**config.mk**
```make
export PLATFORM = sky130hd
export DESIGN_NAME = chaos_snd
export DESIGN_NICKNAME = d
export VERILOG_FILES = /design/src/rtl/chaos_snd.sv
export SDC_FILE = /design/constraint.sdc
export NUM_CORES = 1
export LEC_CHECK = 0
export CORE_UTILIZATION = 65
export CTS_CLUSTER_DIAMETER = 120
export DETAILED_ROUTE_END_ITERATION = 12
export DONT_BUFFER_PORTS = 1
export GPL_TIMING_DRIVEN = 0
export PLACE_DENSITY = 0.83
export SETUP_SLACK_MARGIN = 0.15
export SYNTH_ARGS = -nofsm -noshare
export SYNTH_HDL_FRONTEND = slang
export SYNTH_SLANG_ARGS = --single-unit
```
**constraint.sdc**
```tcl
create_clock -name clk -period 9.1 [get_ports clk]
set_input_delay 1.82 -clock clk [delete_from_list [all_inputs] [get_ports clk]]
set_output_delay 1.82 -clock clk [all_outputs]
set_load 0.02 [all_outputs]
```
**src/rtl/chaos_snd.sv**
```systemverilog
// rtl/chaos_snd.sv - chaotic-map sonifier: serial map iterator, r sweep, NCO bank, delta-sigma mixer
// Tent map path compiled in only when CHAOS_SND_TENT_EN is defined.
module chaos_snd #(
  parameter int FRAC       = 8,
  parameter int N_OSC      = 4,
  parameter int ITER_LEN   = 100,
  parameter int R_INC      = 1000,
  parameter int R_MIN      = 'h110,
  parameter int R_MAX      = 'h3FF,
  parameter int R_STEP     = 4,
  parameter int X_INIT     = 1 << (FRAC - 1),
  parameter int PHASE_BITS = 16,
  parameter int LO_INC     = 32,
  parameter int SPAN_INC   = 160,
  parameter int DIV        = 64
) (
  input  logic                         clk,
  input  logic                         reset,
  input  logic                         map_sel,
  input  logic [1:0]                   sweep_mode,
  input  logic [$clog2(N_OSC+1)-1:0]   osc_count,
  output logic                         snd,
  output logic [FRAC-1:0]              x_out,
  output logic [FRAC+1:0]              r_out,
  output logic                         x_valid
);

  localparam int CW = $clog2(ITER_LEN);
  localparam int SW = $clog2(R_INC + 1);
  localparam int KW = $clog2(N_OSC);
  localparam int AW = $clog2(N_OSC + 1);
  localparam int DW = $clog2(DIV);
  localparam int MW = 2 * FRAC + 2;
  localparam int RW = FRAC + 3;
  localparam int FW = PHASE_BITS + FRAC;

  localparam logic [CW-1:0]   END1   = CW'(FRAC);
  localparam logic [CW-1:0]   END2   = CW'(2 * FRAC + 2);
  localparam logic [CW-1:0]   LAST   = CW'(ITER_LEN - 1);
  localparam logic [FRAC+1:0] X_TOP  = (FRAC+2)'((1 << FRAC) - 1);

  typedef enum logic [1:0] {WAIT, MUL1, MUL2, HOLD} state_t;

  state_t                state, state_nxt;
  logic [CW-1:0]         cnt;
  logic [MW-1:0]         mul_acc, mul_a, mul_sum;
  logic [FRAC+1:0]       mul_b;
  logic [FRAC+1:0]       q_wide;
  logic [FRAC-1:0]       p_next, q_next, q_reg, x_reg;
  logic [RW-1:0]         r_reg, r_up, r_nxt;
  logic                  dir_down, dir_nxt;
  logic [SW-1:0]         step_cnt;
  logic [PHASE_BITS-1:0] freq  [N_OSC];
  logic [PHASE_BITS-1:0] phase [N_OSC];
  logic [PHASE_BITS-1:0] freq_new;
  logic [KW-1:0]         k;
  logic [AW-1:0]         active, act_req, acc_mix, acc_nxt, high_cnt;
  logic [AW:0]           mix_sum;
  logic [DW-1:0]         div_cnt;
  logic                  sweep_now, snd_nxt;

`ifdef CHAOS_SND_TENT_EN
  logic                  tent;
  logic [FRAC-1:0]       x_inv;
`else
  logic                  unused_map_sel;
  assign unused_map_sel = map_sel;
`endif

  assign x_out     = x_reg;
  assign r_out     = r_reg[FRAC+1:0];
  assign sweep_now = (state == HOLD) && (cnt == LAST);

  always_comb begin
    state_nxt = state;
    mul_sum   = mul_acc + (mul_b[0] ? mul_a : '0);
    q_wide    = (FRAC+2)'(mul_sum >> FRAC);
`ifdef CHAOS_SND_TENT_EN
    x_inv     = ~x_reg;
    p_next    = tent ? ((x_reg < x_inv) ? x_reg : x_inv) : FRAC'(mul_sum >> FRAC);
`else
    p_next    = FRAC'(mul_sum >> FRAC);
`endif
    // Saturate the top and keep the orbit off the zero fixed point.
    if (q_wide > X_TOP)       q_next = '1;
    else if (q_wide == '0)    q_next = FRAC'(1);
    else                      q_next = q_wide[FRAC-1:0];
    case (state)
      WAIT:    if (cnt == '0)  state_nxt = MUL1;
      MUL1:    if (cnt == END1) state_nxt = MUL2;
      MUL2:    if (cnt == END2) state_nxt = HOLD;
      HOLD:    if (cnt == LAST) state_nxt = WAIT;
      default: state_nxt = WAIT;
    endcase
  end

  always_comb begin
    r_up    = r_reg + RW'(R_STEP);
    r_nxt   = r_reg;
    dir_nxt = dir_down;
    case (sweep_mode)
      2'b00: r_nxt = (r_up > RW'(R_MAX)) ? RW'(R_MIN) : r_up;
      2'b01: begin
        if (!dir_down) begin
          if (r_up >= RW'(R_MAX)) begin r_nxt = RW'(R_MAX); dir_nxt = 1'b1; end
          else r_nxt = r_up;
        end else begin
          if (r_reg <= RW'(R_MIN + R_STEP)) begin r_nxt = RW'(R_MIN); dir_nxt = 1'b0; end
          else r_nxt = r_reg - RW'(R_STEP);
        end
      end
      default: ;
    endcase
    act_req = osc_count;
    if (osc_count == '0)              act_req = AW'(1);
    else if (osc_count > AW'(N_OSC))  act_req = AW'(N_OSC);
    freq_new = PHASE_BITS'(LO_INC) + PHASE_BITS'((FW'(SPAN_INC) * FW'(q_reg)) >> FRAC);
    high_cnt = '0;
    for (int i = 0; i < N_OSC; i++)
      if ((AW'(i) < active) && phase[i][PHASE_BITS-1]) high_cnt = high_cnt + AW'(1);
    mix_sum = {1'b0, acc_mix} + {1'b0, high_cnt};
    snd_nxt = (mix_sum >= {1'b0, active});
    acc_nxt = snd_nxt ? AW'(mix_sum - {1'b0, active}) : AW'(mix_sum);
  end

  always_ff @(posedge clk or posedge reset) begin
    if (reset) begin
      state   <= WAIT;
      cnt     <= '0;
      mul_acc <= '0;
      mul_a   <= '0;
      mul_b   <= '0;
      q_reg   <= '0;
      x_reg   <= FRAC'(X_INIT);
      x_valid <= 1'b0;
`ifdef CHAOS_SND_TENT_EN
      tent    <= 1'b0;
`endif
    end else begin
      state   <= state_nxt;
      cnt     <= (cnt == LAST) ? '0 : cnt + CW'(1);
      x_valid <= 1'b0;
      case (state)
        WAIT: if (cnt == '0) begin
          mul_acc <= '0;
          mul_a   <= MW'(x_reg);
`ifdef CHAOS_SND_TENT_EN
          tent    <= map_sel;
          mul_b   <= map_sel ? '0 : {2'b00, ~x_reg};
`else
          mul_b   <= {2'b00, ~x_reg};
`endif
        end
        MUL1, MUL2: begin
          mul_acc <= mul_sum;
          mul_a   <= mul_a << 1;
          mul_b   <= mul_b >> 1;
          if (state == MUL1 && cnt == END1) begin
            mul_acc <= '0;
            mul_a   <= MW'(p_next);
            mul_b   <= r_reg[FRAC+1:0];
          end
          if (state == MUL2 && cnt == END2) q_reg <= q_next;
        end
        HOLD: if (cnt == LAST) begin
          x_reg   <= q_reg;
          x_valid <= 1'b1;
        end
        default: ;
      endcase
    end
  end

  always_ff @(posedge clk or posedge reset) begin
    if (reset) begin
      r_reg    <= RW'(R_MIN);
      dir_down <= 1'b0;
      step_cnt <= '0;
      k        <= '0;
      active   <= AW'(N_OSC);
      acc_mix  <= '0;
      snd      <= 1'b0;
      div_cnt  <= '0;
      for (int i = 0; i < N_OSC; i++) begin
        freq[i]  <= '0;
        phase[i] <= '0;
      end
    end else begin
      snd     <= snd_nxt;
      acc_mix <= acc_nxt;
      div_cnt <= (div_cnt == DW'(DIV - 1)) ? '0 : div_cnt + DW'(1);
      if (div_cnt == DW'(DIV - 1))
        for (int i = 0; i < N_OSC; i++) phase[i] <= phase[i] + freq[i];
      if (sweep_now) begin
        freq[k] <= freq_new;
        if (AW'(k) == active - AW'(1)) begin
          k      <= '0;
          active <= act_req;
        end else begin
          k <= k + KW'(1);
        end
        if (step_cnt == SW'(R_INC - 1)) begin
          step_cnt <= '0;
          r_reg    <= r_nxt;
          dir_down <= dir_nxt;
        end else begin
          step_cnt <= step_cnt + SW'(1);
        end
      end
    end
  end

endmodule
```
### Word level (Yosys, flattened, before mapping)

Index checks and enable logic that the tools add are counted.
Widths: inputs -> output; s select.

* bitwise gates (word level): 2
* multipliers: 1
* $lt $le $gt $ge: 12
* equality and inequality tests: 14
* $add $sub $neg: 18
* mux-type cells: 41
* reductions and logical operators: 23

Operator list (count)
* $mux 18: 5
* $pmux 18 s2: 2
* $add 16x16->16: 4
* $bwmux 64: 1
* $mux 11: 4
* $demux 16 s2: 1
* $mux 10: 3
* $pmux 11 s2: 1
* $pmux 10 s2: 1
* $add 18x18->18: 1
* $mux 3: 6
* $mux 16: 1
* $mux 8: 2
* $add 11x3->11 const B: 1
* $ge 11x10->1 const B: 1
* $gt 11x10->1 const B: 1
* $le 11x9->1 const B: 1
* $mul 3x8->11 const A: 1
* $sub 11x3->11 const B: 1
* $add 10x1->10 const B: 1
* $eq 10x10->1 const B: 1
* $gt 10x8->1 const B: 1
* $logic_not 10->1: 1
* $mux 2: 5
* other kinds (38): 64

* register bits: 237
* output and inout bits: 20

### Longest topological paths before layout

Gate-level depths: netlist of run 1.

* word-level depth: 12
* depth in mapped cells: 18

### Worst setup path after synthesis of run 1

No wires, ideal clock.

* path type: reg-to-reg
* start point: register active[1]
* end point: register acc_mix[1]
* library setup time: 125 ps
* clock period less this slack: 4469 ps
* data required time: 8975 ps
* arrival time: 4344 ps
* stages on the path, launching flop included: 16
* path slack: 4631 ps
* buffers on the path: 0
* path through: dfrtp_1 inv_1 ha_1 nor2_1 o21ai_0 inv_1 ha_1 xnor2_1 ha_1 mux2_2 fa_1 fa_1 a21oi_1 nor2b_1 a2111oi_1 mux2_2

* word-level cells in the longest chain between the ends: 12
* elaborated cells between the ends (all ways): 19
* those cells by class: 5 x add/sub; 5 x order compare; 5 x mux; 4 x reduce/logical

RTL lines
* start, declared: line 57 `logic [AW-1:0] active, act_req, acc_mix, acc_nxt, high_cnt;`
* start signal, assigned: line 180 `active <= AW'(N_OSC);`
* start signal, assigned: line 198 `active <= act_req;`
* $lt 1x3->1: line 120 `if ((AW'(i) < active) && phase[i][PHASE_BITS-1]) high_cnt = high_cnt + AW'(1);`
* $logic_and 1x1->1: line 120
* $mux 1: line 120
* $add 3x1->3: line 120
* $mux 3: line 120
* $add 3x1->3: line 120
* $mux 3: line 120
* $add 3x1->3: line 120
* $mux 3: line 120
* $add 3x3->4: line 121 `mix_sum = {1'b0, acc_mix} + {1'b0, high_cnt};`
* $ge 4x3->1 / $sub 3x3->3 (equally long branches): line 122, 123
* $mux 3 (*): line 123 `acc_nxt = snd_nxt ? AW'(mix_sum - {1'b0, active}) : AW'(mix_sum);`
* via acc_nxt[1]: line 57
* end signal, assigned: line 190 `acc_mix <= acc_nxt;`
* end, declared: line 57

The timed path passes the listed nets; every way through them passes the cells marked *.
A chain may end at the register's enable or synchronous reset.

### Final worst setup path of run 1

Ends and elaborated chain as after synthesis.

==> results of run 1 <==
-- final cells by class --
cell class / instances / area (um2) / share of cell area (%)
timing repair buffer: 1 / 27.53 / 0.2012
multi-input combinational: 997 / 6860 / 50.15
tap: 260 / 325.3 / 2.378
inverter: 55 / 214.0 / 1.564
clock inverter: 5 / 31.28 / 0.2287
clock buffer: 36 / 684.4 / 5.003
sequential: 208 / 5210 / 38.09
buffer: 66 / 326.6 / 2.387
-- stage by stage --
| stage | hold WS (ns) | cell area (um2) | setup slack (ns) | cells | utilization, % |
|---|---|---|---|---|---|
| after global routing | 0.4712 | 13680 | 3.741 | 1628 | 72.64 |
| after floorplan | 0.4337 | 12600 | 1.606 | 1326 | - |
| after CTS | 0.4627 | 13680 | 4.084 | 1628 | 72.64 |
| final | 0.4636 | 13680 | 4.093 | 1628 | 72.64 |
| after detailed placement | 0.4527 | 12960 | 4.217 | 1587 | 68.84 |
| after global placement | 0.4474 | 12930 | -0.5341 | 1586 | 68.66 |
-- layer usage --
metal	wire length, um	track usage [%]
met5	0	0
met4	1136	13.16
met3	1489	5.231
met2	13740	50.00
met1	12120	37.24
-- report_power, final --
| part | internal, mW | total, mW | switching (mW) | leakage, nW |
|---|---|---|---|---|
| Clock | 0.515 | 0.889 | 0.374 | 0.351 |
| Sequential | 0.925 | 0.925 | 0 | 2.83 |
| Combinational | 0.00270 | 0.0232 | 0.0205 | 3.42 |
-- cell usage in the layout (no fill, tap or decap), types with 22 or more instances in the layout --
cell type  netlist  layout
nor2_1          66      66
inv_1           55      54
dfrtp_1        204     204
xnor2_1         56      56
mux2_2          32      32
o211ai_1        22      22
ha_1            96      96
o21ai_0         96      96
nor3_1          29      29
and2_1          27      27
a21oi_1         62      62
xor2_1          33      33
nand2_1        179     179
nand3_1         31      31
a22o_1          23      23
clkbuf_1        35      42
clkbuf_16        0      23
-- logic make-up after synthesis --
family | Yosys count | synth area share [%]
and+or+nand+nor | 435 | 16.37
AOI/OAI and AO/OA | 331 | 17.74
DFF | 208 | 41.34
buffers and inverters | 121 | 4.229
adders and majority gates | 104 | 10.80
xor gates and xnor gates | 89 | 6.185
muxes | 38 | 3.336
-- worst min-delay path by stage --
stage	end	slack, ns	startpoint	cells past startpoint
3_5_place_dp	phase[62]$_DFFE_PP0N_	0.45	phase[62]$_DFFE_PP0N_	1
4_1_cts	phase[26]$_DFFE_PP0N_	0.46	phase[26]$_DFFE_PP0N_	1
5_1_grt	phase[26]$_DFFE_PP0N_	0.47	phase[26]$_DFFE_PP0N_	1
3_3_place_gp	phase[28]$_DFFE_PP0N_	0.45	phase[28]$_DFFE_PP0N_	1
2_1_floorplan	phase[28]$_DFFE_PP0N_	0.43	phase[28]$_DFFE_PP0N_	1
6_report	phase[26]$_DFFE_PP0N_	0.46	phase[26]$_DFFE_PP0N_	1
==> reports/metrics.yaml, run 1 <==
outcome: "complete, no violations"
worst-slew-pin-transition_ns: 1.090
max_buffers_root_to_sink: 3
slew_headroom_pct: 27.15
timing.reg2reg.worst_path_depth: 15
syn2layout_area_growth_pct: 8.538
post_cts_repair_timing_setup_buffer_count: 0
post-route-period-util_pct: 55.02
ys.warnings.count: 0
setup_violations: 0
post_cts.resized_instances: 0
clockRootBuffer: "clkbuf_16"
power.density_cell_area_nw_per_um2: 134.3
cp.buffers_inverters: 2
drive_above_1_share_pct: 8.553
fp.dieW_um: 141.2
yosys-top-cells-count: "204 x dfrtp_1, 179 x nand2_1, 96 x ha_1, 96 x o21ai_0, 66 x nor2_1"
vias: 9956
antenna_violating_nets_post_route: 0
path_cells: "inv_1 -> ha_1 -> nor2_1 -> o21ai_0 -> inv_1 -> ha_1 -> xnor2_1 -> ha_1 -> mux2_2 -> fa_1 -> fa_1 -> a21oi_1 -> nor2b_1 -> a2111oi_1 -> mux2_2"
vdd_drop_max_mv: 0.1578
worstReg2RegEnd: "acc_mix[1]$_DFF_PP0_"
timing.hold.worst.class: "register to register"
gr-total-overflow: 0
synth_most_common_cell: "dfrtp_1"
final.setup.tns_ns: 0
ys_seq_elements: 208
rsz_0062_raised_after_global_routing: "false"
final_max_slew_viol_count: 0
core_region_area_um2: 18830
timing.critical_path.to: "acc_mix[1]$_DFF_PP0_"
tritoncts.num_buffers: 23
data_arrival_critical_path_ns: 5.41
finalWorstPathRequiredPeriod_ns: 5.007
grt_resource_usage_total_pct: 29.58
cts_max_level: 1
drc: 0
critical_path.max_stage_delay_ns: 0.96
clk_pin_slew_ns: 0.06
syn_nets: 1438
first_global_vias: 9919
route.detailed.wl_per_inst_um: 17.50
gpl.final_weighted_congestion: 0.9335
postSynthCellCount: 1326
initialDrtViolationCount: 624
viasPerCell: 6.115
die_height_um: 141.2
dp_hpwl_mm: 20.06
netlist_top_cells_area: "dfrtp_1 41%, ha_1 9.5%, nand2_1 5.3%, xnor2_1 3.9%, o21ai_0 3.8%"
path_common_cell: "ha_1"
cp_delay_by_family_top: "adder cells"
clkSinkCount: 208
maxCapViolations: 0
fin_total_pwr_mw: 1.837
antenna_found_initial: 0
num_antenna_cells: 0
row_count: 50
netlist_area_um2: 12600
path_max_fanout: 6
synth_top_cell_area_share_pct: 40.50
seq_area_frac_synth_pct: 41.34
timing.critical_path.required_ns: 9.51
ioPinCount: 28
registers.top_by_ff_count: "phase"
wl_mm: 28.49
number_of_buffers_inserted_by_hold_repair_at_cts: 0
grt_start_max_net_pins: 138
clock-skew-final_ns: 0.01156
synth_area_per_cell_um2: 9.505
timing.critical_path.slowest_stage_cell: "a2111oi_1"
ys.flop_type: "dfrtp_1"
fillers: 1364
largest_registers: "phase (64), freq (36)"
r2r-start: "active[1]$_DFFE_PP0P_"
io_buffers: 0
cp-start-kind: "register"
cp_endpoint_kind: "register"
maxClockFrequency_mhz: 199.7
synth_cell_types: 79
r2r_setup_slack_ns: 4.09
grt_pass1_wl_mm: 47.54
drt_first_pass_iters: 7
synthArstFlopShare_pct: 100.0
cts_tree: "yes"
initial_core_utilization_pct: 66.93
floorplan.die_area_um2: 19950
largest_register_ffs: 64
leakage_component_of_the_power_nw: 6.600
synth_top_area_cell: "dfrtp_1"
final_hold_viol_count: 0
timing_worst_setup_path_type: "register to register"
fin_nets: 1464
clock_insertion_delay_at_the_later_pin_of_the_skew_report_ns: 0.52
timing.critical_path.from: "active[1]$_DFFE_PP0P_"
number_of_gates_on_the_worst_path_with_buffers_counted: 15
count_of_flip_flops_with_a_built_in_enable_after_synthesis: 0
Power figures use the tool's default switching activity.
==> run 2: changes to the inputs <==
Clock period 9.1 ns to 4.9 ns, I/O delays scaled along.
==> reports/metrics.yaml, run 2 (synthesis results as in run 1) <==
cts_tree: "yes"
power.density_cell_area_nw_per_um2: 254.3  # +89%
clkSinkCount: 208  # unchanged
drive_above_1_share_pct: 9.250  # +0.70 points
gr-total-overflow: 0  # unchanged
path_max_fanout: 6  # unchanged
worst_hold_slack_ns: 0.3560  # -0.1076 ns
max_buffers_root_to_sink: 3  # unchanged
number_of_buffers_inserted_by_hold_repair_at_cts: 0  # unchanged
floorplan.die_area_um2: 19950  # unchanged
io_buffers: 0  # unchanged
setup_violations: 0  # unchanged
fin_total_pwr_mw: 3.512  # +91%
antenna_violating_nets_post_route: 0  # unchanged
drt_first_pass_iters: 5  # -2
registers.top_by_ff_count: "phase"
drc: 0  # unchanged
slew_headroom_pct: 33.95  # +6.8 points
initialDrtViolationCount: 607  # -2.7%
cp_endpoint_kind: "register"
worstReg2RegEnd: "acc_mix[1]$_DFF_PP0_"
vdd_drop_max_mv: 0.2735  # +73%
grt_pass1_wl_mm: 48.22  # +1.4%
final_core_util_pct: 73.36  # +0.71 points
largest_registers: "phase (64), freq (36)"
maxClockFrequency_mhz: 225.2  # +13%
largest_register_ffs: 64  # unchanged
antenna_found_initial: 0  # unchanged
worst-slew-pin-transition_ns: 0.9783  # -0.1117 ns
leakage_component_of_the_power_nw: 6.655  # +0.83%
timing.critical_path.required_ns: 5.30  # -4.21 ns
fillers: 1337  # -2.0%
clock_insertion_delay_at_the_later_pin_of_the_skew_report_ns: 0.52  # about the same
fin_nets: 1468  # +0.27%
multi_input_comb_area_um2: 6878  # +0.26%
final_critical_path_setup_slack_ns: 0.4596  # -3.634 ns
row_count: 50  # unchanged
dpl_ws_ns: 0.03945  # -4.178 ns
outcome: "complete, no violations"
cts_max_level: 1  # unchanged
maxCapViolations: 0  # unchanged
clockRootBuffer: "clkbuf_16"
post-route-period-util_pct: 90.62  # +36 points
final_hold_viol_count: 0  # unchanged
ioPinCount: 28  # unchanged
final_max_slew_viol_count: 0  # unchanged
tritoncts.num_buffers: 23  # unchanged
die_height_um: 141.2  # unchanged
dp_hpwl_mm: 20.72  # +3.3%
wl_mm: 28.82  # +1.2%
viasPerCell: 6.151  # +0.57%
timing.hold.worst.class: "primary input to async pin"
core_region_area_um2: 18830  # unchanged
final.setup.tns_ns: 0  # unchanged
layout_commonest_cell: "dfrtp_1"
layout.area.seq_um2: 5210  # unchanged
fp.dieW_um: 141.2  # unchanged
grt_start_max_net_pins: 43  # -69%
syn2layout_area_growth_pct: 9.600
route.detailed.wl_per_inst_um: 17.65  # +0.85%
clk_pin_slew_ns: 0.06  # about the same
r2r_setup_slack_ns: 0.46  # -3.63 ns
gpl.final_weighted_congestion: 0.9102  # -2.5%
rsz_0062_raised_after_global_routing: "false"
clock-skew-final_ns: 0.01188  # +0.0003136 ns
post_cts_repair_timing_setup_buffer_count: 0  # unchanged
grt_resource_usage_total_pct: 29.90  # +0.32 points
finalWorstPathRequiredPeriod_ns: 4.440  # -0.5663 ns
first_global_vias: 9928  # +0.091%
timing_worst_setup_path_type: "register to register"
initial_core_utilization_pct: 66.93  # unchanged
data_arrival_critical_path_ns: 4.84  # -0.57 ns
vias: 10040  # +0.88%
r2r-start: "active[1]$_DFFE_PP0P_"
cp-start-kind: "register"
num_antenna_cells: 0  # unchanged
mostFrequentLayoutCells: "204 x dfrtp_1, 179 x nand2_1, 96 x o21ai_0, 96 x ha_1, 66 x nor2_1"
timing.reg2reg.worst_path_depth: 15  # unchanged
run 2: changes by cell type in the layout (fill, tap and decap cells not counted):
cell        before  now
a2111oi_1        1    0
a2111oi_4        0    1
buf_12           0    5
buf_16           1    0
bufinv_16        0    2
clkbuf_1        42   38
clkbuf_8         6    4
clkinv_2         3    6
clkinvlp_4       1    4
inv_8            1    0
run 2: worst max-delay path by stage:
stage / slack (ns) / depth (start not counted) / end / start
4_1_cts: 0.17 / 15 / acc_mix[1]$_DFF_PP0_ / active[1]$_DFFE_PP0P_
2_1_floorplan: 0.43 / 15 / acc_mix[1]$_DFF_PP0_ / active[1]$_DFFE_PP0P_
3_3_place_gp: 0.11 / 15 / acc_mix[1]$_DFF_PP0_ / active[1]$_DFFE_PP0P_
6_report: 0.46 / 15 / acc_mix[1]$_DFF_PP0_ / active[1]$_DFFE_PP0P_
5_1_grt: 0.24 / 15 / acc_mix[1]$_DFF_PP0_ / active[1]$_DFFE_PP0P_
3_5_place_dp: 0.04 / 15 / acc_mix[1]$_DFF_PP0_ / active[1]$_DFFE_PP0P_
run 2: routing by layer:
| metal | part of all wire [%] | vias to the layer above | global-route usage [%] |
|---|---|---|---|
| li1 | - | 4760 | - |
| met1 | 43 | 4922 | 38.21 |
| met2 | 50 | 294 | 52.87 |
| met3 | 4.8 | 68 | 3.567 |
| met4 | 2.7 | 0 | 9.382 |
| met5 | 0 | - | 1.003 |
run 2: critical path: stages (launching register included):
cell and delay (ns):
dfrtp_1 0.38, inv_1 0.19, ha_1 0.19, nor2_1 0.05, o21ai_0 0.28, inv_1 0.11, ha_1 0.32, xnor2_1 0.24
ha_1 0.28, mux2_2 0.29, fa_1 0.55, fa_1 0.47, a21oi_1 0.14, nor2b_1 0.09, a2111oi_4 0.35, mux2_2 0.40
run 2: metrics by stage:
step / area (um2) / std cells
after detailed placement: 13030 / 1591
after floorplan: 12610 / 1326
after CTS: 13800 / 1633
final: 13810 / 1633
after global placement: 12930 / 1586
after global routing: 13810 / 1633
run 2: area by class of cell:
cell class / instances / area share (%)
Buffer: 66 / 2.364
Clock buffer: 30 / 4.647
Clock inverter: 12 / 0.8786
Inverter: 55 / 1.522
Multi-Input combinational cell: 997 / 49.79
Sequential cell: 208 / 37.72
Tap cell: 260 / 2.355
Timing Repair Buffer: 5 / 0.7246
run 2: timing repair:
item,4_1_cts,5_1_grt
resized for setup,1,1
pin swaps,0,1
setup endpoints to repair,3,3
run 2: where the power goes:
group / internal, mW / leakage [nW] / switching [mW]
registers: 1.72 / 2.83 / 0
logic: 0.0106 / 3.46 / 0.0399
clock network: 1.03 / 0.372 / 0.714
==> run 3: changes to the inputs <==
Settings changed: ABC_AREA from default to 1, CTS_CLUSTER_DIAMETER 120 to default.
==> reports/metrics.yaml, run 3 <==
outcome: "complete, no violations"
synth_cell_types: 55  # -30%
post_cts_repair_timing_setup_buffer_count: 0  # unchanged
cts_tree: "yes"
rsz_0062_raised_after_global_routing: "false"
maxCapViolations: 0  # unchanged
timing.critical_path.required_ns: 5.28  # -0.02 ns
synth_top_area_cell: "dfrtp_1"
netlist_top_cells_area: "dfrtp_1 39%, nand2_1 14%, ha_1 9.2%, inv_1 6.4%, o21ai_0 4.2%"
cts_max_level: 1  # unchanged
clockRootBuffer: "clkbuf_16"
critical_path.max_stage_delay_ns: 0.52  # -0.03 ns
synth_area_per_cell_um2: 7.722  # -19%
path_cells: "inv_1 -> ha_1 -> nand2_1 -> nand3_1 -> inv_1 -> ha_1 -> or2_2 -> nand2_1 -> inv_1 -> ha_1 -> nor2_1 -> a21oi_1 -> fa_1 -> fa_1 -> a21o_1 -> a21oi_1 -> nand3_1 -> mux2_2"
gpl.final_weighted_congestion: 0.9832  # +8.0%
row_count: 51  # +2.0%
tritoncts.num_buffers: 23  # unchanged
clock_insertion_delay_at_the_later_pin_of_the_skew_report_ns: 0.51  # about the same
drc: 0  # unchanged
final_max_slew_viol_count: 0  # unchanged
io_buffers: 0  # unchanged
worst-slew-pin-transition_ns: 0.6913  # -0.2870 ns
die_height_um: 143.6  # +1.7%
drt_first_pass_iters: 6  # +1
synthArstFlopShare_pct: 100.0  # unchanged
path_max_fanout: 6  # unchanged
max_buffers_root_to_sink: 3  # unchanged
fp.dieW_um: 143.6  # +1.7%
leakage_component_of_the_power_nw: 7.658  # +15%
maxClockFrequency_mhz: 238.9  # +6.1%
vdd_drop_max_mv: 0.2410  # -12%
viasPerCell: 5.594  # -9.1%
drive_above_1_share_pct: 8.362  # -0.89 points
initial_core_utilization_pct: 66.54  # -0.39 points
cp.buffers_inverters: 3  # +1
final_core_util_pct: 73.23  # -0.12 points
seq_area_frac_synth_pct: 39.97  # -1.4 points
syn_nets: 1800  # +25%
data_arrival_critical_path_ns: 4.57  # -0.27 ns
synth_most_common_cell: "nand2_1"
ys.warnings.count: 0  # unchanged
finalWorstPathRequiredPeriod_ns: 4.185  # -0.2551 ns
mostFrequentLayoutCells: "482 x nand2_1, 221 x inv_1, 204 x dfrtp_1"
antenna_found_initial: 0  # unchanged
cp_endpoint_kind: "register"
grt_pass1_wl_mm: 51.99  # +7.8%
slew_headroom_pct: 53.82  # +20 points
layout_commonest_cell: "nand2_1"
postSynthCellCount: 1688  # +27%
clkSinkCount: 208  # unchanged
clk_pin_slew_ns: 0.06  # about the same
timing_worst_setup_path_type: "register to register"
clock-skew-final_ns: 0.008874  # -0.003003 ns
final.setup.tns_ns: 0  # unchanged
num_antenna_cells: 0  # unchanged
power.density_cell_area_nw_per_um2: 267.3  # +5.1%
post_cts.resized_instances: 0  # -1
timing.reg2reg.worst_path_depth: 18  # +3
route.detailed.wl_per_inst_um: 15.65  # -11%
cp-start-kind: "register"
netlist_area_um2: 13040  # +3.4%
grt_resource_usage_total_pct: 31.91  # +2.0 points
count_of_flip_flops_with_a_built_in_enable_after_synthesis: 0  # unchanged
yosys-top-cells-count: "482 x nand2_1, 222 x inv_1, 204 x dfrtp_1"
core_region_area_um2: 19590  # +4.0%
first_global_vias: 10970  # +10%
registers.top_by_ff_count: "phase"
number_of_buffers_inserted_by_hold_repair_at_cts: 0  # unchanged
largest_registers: "phase (64), freq (36)"
fin_nets: 1830  # +25%
grt_start_max_net_pins: 45  # +4.7%
wl_mm: 31.29  # +8.6%
setup_violations: 0  # unchanged
worstReg2RegEnd: "acc_mix[1]$_DFF_PP0_"
ys_seq_elements: 208  # unchanged
vias: 11180  # +11%
gr-total-overflow: 0  # unchanged
cp_delay_by_family_top: "adder cells"
syn2layout_area_growth_pct: 10.06
r2r_setup_slack_ns: 0.71  # +0.26 ns
timing.critical_path.slowest_stage_cell: "fa_1"
ys.flop_type: "dfrtp_1"
synth_top_cell_area_share_pct: 39.16  # -1.3 points
antenna_violating_nets_post_route: 0  # unchanged
ioPinCount: 28  # unchanged
final_hold_viol_count: 0  # unchanged
floorplan.die_area_um2: 20620  # +3.4%
timing.hold.worst.class: "primary input to async pin"
r2r-start: "active[1]$_DFFE_PP0P_"
initialDrtViolationCount: 665  # +9.6%
largest_register_ffs: 64  # unchanged
post-route-period-util_pct: 85.41  # -5.2 points
dp_hpwl_mm: 22.90  # +11%
number_of_gates_on_the_worst_path_with_buffers_counted: 18  # +3
==> run 3: changes by cell type after synthesis, moves of 20 or more <==
| cell | change |
|---|---|
| nor2_1 | +28 |
| nand3_1 | +68 |
| mux2_2 | -31 |
| nand2_1 | +303 |
| and2_1 | -27 |
| o211ai_1 | -20 |
| inv_1 | +167 |
| a22o_1 | -22 |
| clkbuf_1 | -26 |
| xnor2_1 | -42 |
==> run 3: how the worst max path moves through the flow <==
stage	start	to	slack (ns)
finish	active[1]$_DFFE_PP0P_	acc_mix[1]$_DFF_PP0_	0.71
floorplan	active[1]$_DFFE_PP0P_	acc_mix[1]$_DFF_PP0_	1.07
CTS	active[1]$_DFFE_PP0P_	acc_mix[1]$_DFF_PP0_	0.72
global route	active[1]$_DFFE_PP0P_	acc_mix[1]$_DFF_PP0_	0.50
global placement	reset	mul_a[14]$_DFFE_PP0P_	0.12
detailed placement	active[1]$_DFFE_PP0P_	acc_mix[1]$_DFF_PP0_	0.75
==> run 3: logic make-up (layout without fill, tap and decap cells) <==
logic type               after synthesis  in the layout  share of synthesized area, %
AO/OA/AOI/OAI                        259            259                         10.95
flip-flops                           208            208                         39.97
AND/OR/NAND/NOR                      770            770                         25.38
XOR/XNOR                              66             66                         4.435
multiplexers                           1              1                       0.08638
buffers and inverters                280            326                         8.735
adder cells (fa/ha/maj)              104            104                         10.44
==> run 3: power breakdown <==
part | internal, mW | switching (mW) | leakage, nW | total (mW)
Clock | 1.26 | 0.730 | 0.419 | 1.99
Sequential | 1.72 | 0.00617 | 2.82 | 1.73
Combinational | 0.0328 | 0.0791 | 4.42 | 0.112
Total | 3.02 | 0.815 | 7.66 | 3.83
==> run 3: through the flow <==
stage | hold slack (ns) | instances | total power [mW] | setup slack (ns) | cell area [um2]
2_1_floorplan | 0.4322 | 1688 | 1.841 | 1.072 | 13040
3_3_place_gp | 0.4483 | 1953 | 1.863 | 0.1176 | 13370
3_5_place_dp | 0.4508 | 1958 | 1.873 | 0.7457 | 13470
4_1_cts | 0.4370 | 1999 | 3.849 | 0.7215 | 14350
5_1_grt | 0.4654 | 1999 | 3.939 | 0.5016 | 14350
6_report | 0.4218 | 1999 | 3.834 | 0.7147 | 14350
==> run 3: cell type report <==
class | count | area [um2]
plain buffers | 42 | 245.2
clock buffers | 26 | 606.8
clock inverters | 15 | 269.0
fillers | 1502 | 5244
inverters | 238 | 897.1
multi-input cells | 1200 | 6686
flip-flops and latches | 208 | 5210
well taps | 265 | 331.6
repair buffers | 5 | 100.1
==> run 3: per-layer routing <==
layer	track usage, %	vias to the layer above	wire [um]
met5	0	-	0
met4	14.17	0	1180
met3	3.899	92	1540
met2	55.80	324	15320
met1	39.63	5287	13250
li1	-	5479	-
